## config.mk

```make
export PLATFORM = sky130hd
export DESIGN_NAME = fixed_predictor_encoder
export DESIGN_NICKNAME = d
export VERILOG_FILES = /design/src/rtl/fixed_predictor_encoder_pkg.sv /design/src/rtl/fixed_diff_cascade.sv /design/src/rtl/fixed_predictor_encoder.sv
export SDC_FILE = /design/constraint.sdc
export NUM_CORES = 1
export LEC_CHECK = 0
export BUFFER_PORTS_ARGS = -buffer_cell sky130_fd_sc_hd__buf_4
export CAP_MARGIN = 20
export CORE_MARGIN = 4
export CORE_UTILIZATION = 39
export CTS_BUF_LIST = sky130_fd_sc_hd__clkbuf_16
export DETAILED_ROUTE_END_ITERATION = 10
export HOLD_SLACK_MARGIN = 0.08
export SYNTH_ARGS = -nofsm -noshare
export SYNTH_HDL_FRONTEND = slang
export SYNTH_SLANG_ARGS = --single-unit
```

## constraint.sdc

```tcl
create_clock -name iClock -period 9.4 [get_ports iClock]
set_clock_uncertainty 0.1 [all_clocks]
set_input_delay 0.47 -clock iClock [delete_from_list [all_inputs] [get_ports iClock]]
set_output_delay 0.47 -clock iClock [all_outputs]
set_load 0.05 [all_outputs]
```

## src/rtl/fixed_predictor_encoder_pkg.sv

```systemverilog
// rtl/fixed_predictor_encoder_pkg.sv - shared types and width helpers for the fixed predictor encoder
//
// Purpose: state encoding, order-field width and the derived-width functions
//          used by the encoder top level and the difference cascade.
// Ports:   none (package).

package fixed_predictor_encoder_pkg;

  localparam int ORD_W = 3;

  typedef enum logic [2:0] {
    ST_IDLE    = 3'd0,
    ST_ANALYSE = 3'd1,
    ST_SELECT  = 3'd2,
    ST_ENCODE  = 3'd3,
    ST_DONE    = 3'd4
  } state_t;

  // Residual width: each difference stage can grow the range by one bit.
  function automatic int res_width(input int sample_w, input int max_order);
    return sample_w + max_order;
  endfunction

  // Sum width: up to 2^addr_w residual magnitudes are accumulated.
  function automatic int sum_width(input int res_w, input int addr_w);
    return res_w + addr_w;
  endfunction

endpackage

```

## src/rtl/fixed_diff_cascade.sv

```systemverilog
// rtl/fixed_diff_cascade.sv - difference cascade producing fixed-predictor residuals of every order
//
// Purpose: d0 = x, dk = d(k-1) - previous d(k-1). History registers hold the
//          previous value of each stage; outputs are combinational from the
//          current input sample and the history.
// Ports:
//   i_clk      clock
//   i_reset    synchronous active-high reset
//   i_enable   clock enable; low freezes the history
//   i_clear    zero the history (start of a pass)
//   i_advance  shift the current differences into the history
//   i_sample   current signed sample
//   o_diff     d0..dMAX_ORDER for the current sample

module fixed_diff_cascade
  import fixed_predictor_encoder_pkg::*;
#(
  parameter int SAMPLE_W  = 16,
  parameter int MAX_ORDER = 4,
  localparam int RES_W    = res_width(SAMPLE_W, MAX_ORDER)
) (
  input  logic                       i_clk,
  input  logic                       i_reset,
  input  logic                       i_enable,
  input  logic                       i_clear,
  input  logic                       i_advance,
  input  logic signed [SAMPLE_W-1:0] i_sample,
  output logic signed [RES_W-1:0]    o_diff [0:MAX_ORDER]
);

  logic signed [RES_W-1:0] r_hist [0:MAX_ORDER-1];

  // A running value keeps each stage's input out of the output array itself.
  always_comb begin
    logic signed [RES_W-1:0] w_acc;
    w_acc     = {{MAX_ORDER{i_sample[SAMPLE_W-1]}}, i_sample};
    o_diff[0] = w_acc;
    for (int k = 1; k <= MAX_ORDER; k++) begin
      w_acc     = w_acc - r_hist[k-1];
      o_diff[k] = w_acc;
    end
  end

  always_ff @(posedge i_clk) begin
    if (i_reset) begin
      for (int k = 0; k < MAX_ORDER; k++) r_hist[k] <= '0;
    end else if (i_enable) begin
      if (i_clear) begin
        for (int k = 0; k < MAX_ORDER; k++) r_hist[k] <= '0;
      end else if (i_advance) begin
        for (int k = 0; k < MAX_ORDER; k++) r_hist[k] <= o_diff[k];
      end
    end
  end

endmodule

```

## src/rtl/fixed_predictor_encoder.sv

```systemverilog
// rtl/fixed_predictor_encoder.sv - selects the cheapest FLAC fixed predictor and writes residuals
//
// Purpose: reads N samples, accumulates |dk| for orders 0..MAX_ORDER, picks
//          the cheapest eligible order (ties to the lowest), then re-reads the
//          block and writes warm-up samples followed by residuals.
// Optional feature macro: FIXED_PREDICTOR_FORCE_ORDER_EN (adds iForceValid /
//          iForceOrder to skip analysis and encode with a given order).
// Ports:
//   iClock, iReset              clock, synchronous active-high reset
//   iEnable                     clock enable
//   iStart, iBlockSize          start pulse and sample count N
//   oRamReadAddr, iRamReadData  sample RAM, 1-cycle read latency
//   oRamWriteAddr/Data/Enable   residual RAM write port
//   oBestOrder, oBestSum        selected order and its absolute-residual sum
//   oBusy, oDone                activity flag and completion pulse

module fixed_predictor_encoder
  import fixed_predictor_encoder_pkg::*;
#(
  parameter int SAMPLE_W  = 16,
  parameter int ADDR_W    = 12,
  parameter int MAX_ORDER = 4,
  localparam int RES_W    = res_width(SAMPLE_W, MAX_ORDER),
  localparam int SUM_W    = sum_width(RES_W, ADDR_W)
) (
  input  logic                       iClock,
  input  logic                       iReset,
`ifdef FIXED_PREDICTOR_FORCE_ORDER_EN
  input  logic                       iForceValid,
  input  logic [ORD_W-1:0]           iForceOrder,
`endif
  input  logic                       iEnable,
  input  logic                       iStart,
  input  logic [ADDR_W:0]            iBlockSize,
  output logic [ADDR_W-1:0]          oRamReadAddr,
  input  logic signed [SAMPLE_W-1:0] iRamReadData,
  output logic [ADDR_W-1:0]          oRamWriteAddr,
  output logic signed [RES_W-1:0]    oRamWriteData,
  output logic                       oRamWriteEnable,
  output logic [ORD_W-1:0]           oBestOrder,
  output logic [SUM_W-1:0]           oBestSum,
  output logic                       oBusy,
  output logic                       oDone
);

  state_t                  r_state;
  logic [ADDR_W:0]         r_n;
  logic [ADDR_W:0]         r_cnt;
  logic [ORD_W-1:0]        r_sel;
  logic [ORD_W-1:0]        r_best_ord;
  logic [SUM_W-1:0]        r_best_sum;
  logic [SUM_W-1:0]        r_sum [0:MAX_ORDER];

  logic signed [RES_W-1:0] w_diff [0:MAX_ORDER];
  logic                    w_start;
  logic                    w_valid;
  logic [ADDR_W:0]         w_idx;
  logic                    w_clear;
  logic                    w_advance;
  logic                    w_wr;
  logic                    w_sel_ok;

  function automatic logic [SUM_W-1:0] abs_ext(input logic signed [RES_W-1:0] v);
    logic [RES_W-1:0] m;
    m = v[RES_W-1] ? RES_W'(-v) : RES_W'(v);
    return SUM_W'(m);
  endfunction

  // r_cnt is the pass cycle index: address r_cnt is presented, and the data
  // returning this cycle belongs to sample r_cnt-1.
  assign w_start   = (r_state == ST_IDLE) && iStart;
  assign w_valid   = (r_cnt != '0);
  assign w_idx     = r_cnt - 1'b1;
  assign w_clear   = w_start || ((r_state == ST_SELECT) && (r_sel == ORD_W'(MAX_ORDER)));
  assign w_advance = ((r_state == ST_ANALYSE) || (r_state == ST_ENCODE)) && w_valid;
  assign w_wr      = (r_state == ST_ENCODE) && w_valid;
  // Order 0 always seeds the best; later orders need k < N and a strictly smaller sum.
  assign w_sel_ok  = ((ADDR_W+1)'(r_sel) < r_n) &&
                     ((r_sel == '0) || (r_sum[r_sel] < r_best_sum));

`ifdef FIXED_PREDICTOR_FORCE_ORDER_EN
  logic [ADDR_W:0]  w_force_lim;
  logic [ORD_W-1:0] w_force_ord;
  always_comb begin
    w_force_lim = (iBlockSize > (ADDR_W+1)'(MAX_ORDER)) ? (ADDR_W+1)'(MAX_ORDER)
                                                         : iBlockSize - 1'b1;
    w_force_ord = ((ADDR_W+1)'(iForceOrder) > w_force_lim) ? ORD_W'(w_force_lim)
                                                            : iForceOrder;
  end
`endif

  fixed_diff_cascade #(
    .SAMPLE_W  (SAMPLE_W),
    .MAX_ORDER (MAX_ORDER)
  ) u_cascade (
    .i_clk     (iClock),
    .i_reset   (iReset),
    .i_enable  (iEnable),
    .i_clear   (w_clear),
    .i_advance (w_advance),
    .i_sample  (iRamReadData),
    .o_diff    (w_diff)
  );

  always_ff @(posedge iClock) begin
    if (iReset) begin
      r_state    <= ST_IDLE;
      r_n        <= '0;
      r_cnt      <= '0;
      r_sel      <= '0;
      r_best_ord <= '0;
      r_best_sum <= '0;
      for (int k = 0; k <= MAX_ORDER; k++) r_sum[k] <= '0;
    end else if (iEnable) begin
      case (r_state)
        ST_IDLE: begin
          if (iStart) begin
            r_n        <= iBlockSize;
            r_cnt      <= '0;
            r_sel      <= '0;
            r_best_ord <= '0;
            r_best_sum <= '0;
            for (int k = 0; k <= MAX_ORDER; k++) r_sum[k] <= '0;
`ifdef FIXED_PREDICTOR_FORCE_ORDER_EN
            if (iForceValid) begin
              r_best_ord <= w_force_ord;
              r_state    <= (iBlockSize == '0) ? ST_DONE : ST_ENCODE;
            end else
`endif
            r_state <= (iBlockSize == '0) ? ST_DONE : ST_ANALYSE;
          end
        end

        ST_ANALYSE: begin
          for (int k = 0; k <= MAX_ORDER; k++) begin
            if (w_valid && (w_idx >= (ADDR_W+1)'(k)))
              r_sum[k] <= r_sum[k] + abs_ext(w_diff[k]);
          end
          if (r_cnt == r_n) begin
            r_sel   <= '0;
            r_state <= ST_SELECT;
          end else begin
            r_cnt <= r_cnt + 1'b1;
          end
        end

        ST_SELECT: begin
          if (w_sel_ok) begin
            r_best_ord <= r_sel;
            r_best_sum <= r_sum[r_sel];
          end
          if (r_sel == ORD_W'(MAX_ORDER)) begin
            r_cnt   <= '0;
            r_state <= ST_ENCODE;
          end else begin
            r_sel <= r_sel + 1'b1;
          end
        end

        ST_ENCODE: begin
          if (r_cnt == r_n) r_state <= ST_DONE;
          else              r_cnt   <= r_cnt + 1'b1;
        end

        ST_DONE: r_state <= ST_IDLE;

        default: r_state <= ST_IDLE;
      endcase
    end
  end

  assign oRamReadAddr    = r_cnt[ADDR_W-1:0];
  assign oRamWriteEnable = w_wr && iEnable;
  assign oRamWriteAddr   = w_wr ? w_idx[ADDR_W-1:0] : '0;
  // Warm-up samples go out verbatim (d0 is the sign-extended sample).
  assign oRamWriteData   = !w_wr ? '0 :
                           (w_idx < (ADDR_W+1)'(r_best_ord)) ? w_diff[0] : w_diff[r_best_ord];
  assign oBestOrder      = r_best_ord;
  assign oBestSum        = r_best_sum;
  assign oBusy           = (r_state != ST_IDLE);
  assign oDone           = (r_state == ST_DONE);

endmodule

```

# ---- Yosys cells after proc, flatten, opt, wreduce, memory -nomap -nowiden
# Memory sizes are Yosys's and may differ from the RTL's. A register that Yosys moved wholly into a read port is not among the register bits.
# Index checks and enable logic that the tools add are counted.
dict set report op_classes {
  add_sub_neg 17
  n_lt_le_gt_ge 9
  eq_ne 13
  mux 91
  bitwise 19
  reduce_logical 28
}
# cell n
set ops {}
lappend ops {{$mux 32} 12}
lappend ops {{$mux 20} 17}
lappend ops {{$add 32x20->32} 5}
lappend ops {{$neg 20->20} 4}
lappend ops {{$pmux 32 s2} 1}
lappend ops {{$bmux 20 s3} 1}
lappend ops {{$sub 20x20->20} 3}
lappend ops {{$mux 1} 41}
lappend ops {{$mux 13} 3}
lappend ops {{$pmux 13 s3} 1}
lappend ops {{$mux 3} 11}
lappend ops {{$lt 32x32->1} 1}
lappend ops {{$ge 13x1->1 const B} 2}
lappend ops {{$ge 13x2->1 const B} 2}
lappend ops {{$neg 16->20} 1}
lappend ops {{$sub 16x20->20} 1}
lappend ops {{$or 1x1->1} 18}
lappend ops {{$reduce_and 5->1} 3}
lappend ops {{$add 13x1->13 const B} 1}
lappend ops {{$eq 13x13->1} 1}
lappend ops {{$ge 13x3->1 const B} 1}
lappend ops {{$logic_not 13->1} 1}
lappend ops {{$lt 13x3->1} 1}
lappend ops {{$lt 3x13->1} 1}
lappend ops {{other kinds (22)} 44}
dict set report word_totals {
  reg_bits 67
  ram_bits 240
  input_bits 33
  out_inout_bits 82
  word_cells 185
  n_memories 2
}
# memory depth width rd rd_ports_with_merged_regs write_ports line_no
set mem_list {}
lappend mem_list {r_sum 5 32 6 1 5 fixed_predictor_encoder.sv:52} ;# logic [SUM_W-1:0] r_sum [0:MAX_ORDER];
lappend mem_list {u_cascade.r_hist 4 20 4 0 4 fixed_diff_cascade.sv:31} ;# logic signed [RES_W-1:0] r_hist [0:MAX_ORDER-1];

# ---- Longest topological paths before layout
dict set report depth {
  depth_word 9
  ltp_mapped 49
  depth_no_buf 47
}

# ---- Modules after synthesis
# Synthesis repeated with hierarchy kept, for this count alone.
dict set report hier_totals {
  hier_cells 2933
  hier_area_um2 26484.2
}
# mod instances cells_each area_per_inst_um2 seq_area_each_um2
set by_module_without_submodules {}
lappend by_module_without_submodules {fixed_predictor_encoder 1 2171 19854.0 6206.0}
lappend by_module_without_submodules {fixed_diff_cascade 1 762 6630.1 2082.0}

# ---- Least setup slack after synthesis
# OpenSTA, ideal clock, no wires.
dict set report synth_timing {
  kind {input -> register}
  start {in iRamReadData[0]}
  end {mem r_sum[4][22] in the netlist's numbering, data pin}
  setup_time_ps 262
  arrival_ps 9913
  path_slack_ps -875
  path_stages 49
  path_cell_list {inv_1 ha_1 fa_1 nor2b_1 o21ai_0 nand2b_1 a2111oi_0 o21bai_1 xor2_1 ha_1 clkbuf_1 a21oi_1 a31oi_1 o21ai_0 nand3b_1 a21o_1 a21oi_1 xor2_1 (+13 left out) a2111oi_0 or3_1 a31oi_1 mux2i_1 buf_2 nand3_1 xnor2_1 ha_1 o21a_1 o21a_1 nand3_1 a21o_1 a21boi_0 o21ai_0 a211oi_1 o31a_1 o211ai_1 mux2i_1}
}
# item line_no
set synth_lines {}
lappend synth_lines {{start: declaration} fixed_predictor_encoder.sv:36} ;# input logic signed [SAMPLE_W-1:0] iRamReadData,
lappend synth_lines {{end: declaration} fixed_predictor_encoder.sv:52}

==> results.tsv <==
stage	metric	value	unit
status	status	complete, no violations	
setup_path	critical_path.max_fanout	5	
sta	layout_worst_path_cycle_share	0.9999	
synthesis	synthArstFlopShare	0	
detailed_routing	vias	24120	
clock_tree	cts_tree	yes	
finish	area_growth	23.41	%
synthesis	synth_seq_area_share	0.3140	
setup_path	crit_path_start_kind	register	
global_routing	grt_pass1_wl	129.9	mm
placement	dpl.hpwl	65.75	mm
global_routing	grtUsageTotal	0.2318	
detailed_routing	routed_wirelength	86.03	mm
sta	finalSetupViolCount	0	
finish	final_common_cell	buf_4	
flow_run	cap_viol_max_count	0	
synthesis	synthSimpleGateAreaFrac	0.2020	
sta	grt_setup_unrepaired	yes	
finish	layout.cells.non_filler	4278	
sta	relSlewSlack	0.2738	
global_routing	grt_max_degree	66	
placement	numPortBuffers	114	
detailed_routing	first_pass_iters	7	
clock_tree	clock_sinks	306	
placement	dp_cells	4150	
sta	fmax	106.4	MHz
finish	finalCoreUtilization	0.4850	
global_routing	overflow	0	
clock_tree	htree_levels	2	
floorplan	initial_core_util	0.3930	
setup_path	slowest_stage	a2111oi_4	
synthesis	yosys.area_share.xor_xnor	0.09253	
synthesis	yosys.area_share.adder	0.1116	
synthesis	ys.flop_type	edfxtp_1	
floorplan	design.portCount	115	
detailed_routing	wl_per_cell	20.11	um
floorplan	core_area	67160	um2
setup_path	critPathMostFrequentCell	o21a_1	
floorplan	die_h	268.2	um
sta	finalHoldViolCount	0	
synthesis	synthTopCellsByArea	edfxtp_1, ha_1, dfxtp_1	
synthesis	synth.area.mux_share	0.07158	
clock_tree	root_buffer	clkbuf_16	
finish	fillers	6370	
floorplan	die-area	71900	um2
setup_path	endpoint_kind	register	
floorplan	fp.dieW	268.2	um
synthesis	yosysWarnings	0	
setup_path	crit_arrival	9.63	ns
setup_path	critical_path.max_stage_delay	0.50	ns
synthesis	ys_ff_latch	306	
sta	report.final.slew_viol_count	0	
global_routing	grt_pass1_vias	22560	
detailed_routing	drt-vias-per-instance	5.638	
setup_path	path_class	reg -> reg	
sta	worst_hold_slack	0.09079	ns
finish	drive_gt1_frac	0.2249	
finish	nets	3632	
sta	finalCriticalPeriod	9.399	ns
floorplan	fp-row-count	95	
finish	final_cell_mix	buf_4, nor2_1, edfxtp_1, ha_1, inv_1	
synthesis	yosysTopAreaCell	edfxtp_1	
clock_tree	clock_path_buffers	3	
placement	place.gp.congestion	0.9854	
clock_tree	insertion_delay	0.60	ns
detailed_routing	post-route-drc-count	0	
synthesis	synthDistinctLibCells	83	
setup_path	required	9.64	ns
detailed_routing	ant_nets	0	
global_routing	grt_antenna_before_repair	6	
synthesis	synth.avg_cell_area	8.839	um2
synthesis	syn_area	26390	um2
clock_tree	numCtsBuffers	41	
clock_tree	clkSlewWorstSetupHoldPaths	0.06	ns
synthesis	synth_enable_flop_cells	216	
synthesis	synth_top_area_share	0.2457	
sta	tightest_slew	1.089	ns
synthesis	synth_top_family_by_area	simple AND/OR/NAND/NOR gates	
synthesis	synth_compound_area_frac	0.1600	
detailed_routing	first_iter_violations	2162	
min_path	hp-class	in -> reg	
synthesis	synth_cells	2986	
-- kinds of logic (layout without fill, tap and decap cells) --
| kind of cell | after synthesis | in the layout |
|---|---|---|
| buffers and inverters | 323 | 733 |
| AND/OR/NAND/NOR | 1071 | 1071 |
| flip-flops | 306 | 306 |
| other | 1 | 10 |
| XOR/XNOR | 278 | 278 |
| multiplexers | 122 | 122 |
| adder cells (fa/ha/maj) | 230 | 230 |
| AO/OA/AOI/OAI | 655 | 655 |
-- registers in the layout (all words and copies together) (netlist names), named ones only --
name / cells
oBestSum: 32
r_sum: 160
r_n: 13
r_cnt: 13
r_state: 3
r_sel: 3
u_cascade.r_hist: 76
oBestOrder: 3
-- path summary, 6_finish.rpt --
path                                  end                    start  slack (ns)  depth (start not counted)
hold reg to reg   u_cascade.r_hist[2][16]  u_cascade.r_hist[2][16]        0.38                          2
hold / removal                     r_n[7]            iBlockSize[7]        0.09                          3
setup reg to reg             r_sum[4][24]   u_cascade.r_hist[0][1]       0.001                         46
setup / recovery             r_sum[4][24]   u_cascade.r_hist[0][1]       0.001                         46
-- layout make-up --
type	count	area (um2)	share of cell area
timing repair buffer	465	3543	0.1088
antenna	4	10.01	0.0003073
clock inverter	31	255.2	0.007836
inverter	193	729.5	0.02239
clock buffer	44	1101	0.03380
sequential	306	8289	0.2545
multi-input combinational	2362	17550	0.5389
tap	873	1092	0.03353
-- Yosys cell counts (36+ instances only) --
cell,instances
a31oi_1,37
nor2b_1,39
and3_1,49
xor2_1,101
nand2b_1,63
a21o_1,58
mux2_2,64
edfxtp_1,216
nor2_1,350
clkbuf_1,98
nand2_1,169
or3_1,36
and2_1,49
a21oi_1,190
mux4_2,47
inv_1,193
ha_1,221
dfxtp_1,90
o21ai_0,135
xnor2_1,176
nor3_1,83
nand3_1,95
-- critical path, delay by kind of cell (launching register included) --
| family | cells | cell delay [ns] |
|---|---|---|
| simple gates | 9 | 1.46 |
| fa+ha+maj | 5 | 1.38 |
| mux | 2 | 0.43 |
| buf+inv | 5 | 0.58 |
| compound gates | 23 | 4.55 |
| xor+xnor | 2 | 0.28 |
| flops | 1 | 0.38 |
-- metrics by stage --
step	instance area (um2)	TNS [ns]	setup slack (ns)
finish	32570	0	0.001339
global route	32560	-4.991	-0.4237
CTS	31950	0	0.01402
detailed placement	30270	-6.767	-0.4736
global placement	30270	-4.254	-0.3451
floorplan	26550	0	0.005902
-- timing repair --
| action | 4_1_cts | 5_1_grt |
|---|---|---|
| hold endpoints to repair | 12 | 0 |
| setup buffers | 14 | 22 |
| gates cloned | 0 | 1 |
| gates resized for setup | 16 | 95 |
| pin swaps | 22 | 84 |
| endpoints found under the setup margin | 17 | 38 |
| hold buffers | 12 | 0 |
-- layer usage --
metal / track usage / vias up / part of all wire
li1: - / 11610 / -
met1: 0.3200 / 11440 / 0.44
met2: 0.3615 / 902 / 0.44
met3: 0.05072 / 166 / 0.085
met4: 0.07911 / 0 / 0.036
met5: 0 / - / 0
Power is left out: the tool's default activity adds up to more than one toggle a clock period on the data nets, which glitch-free logic cannot reach.
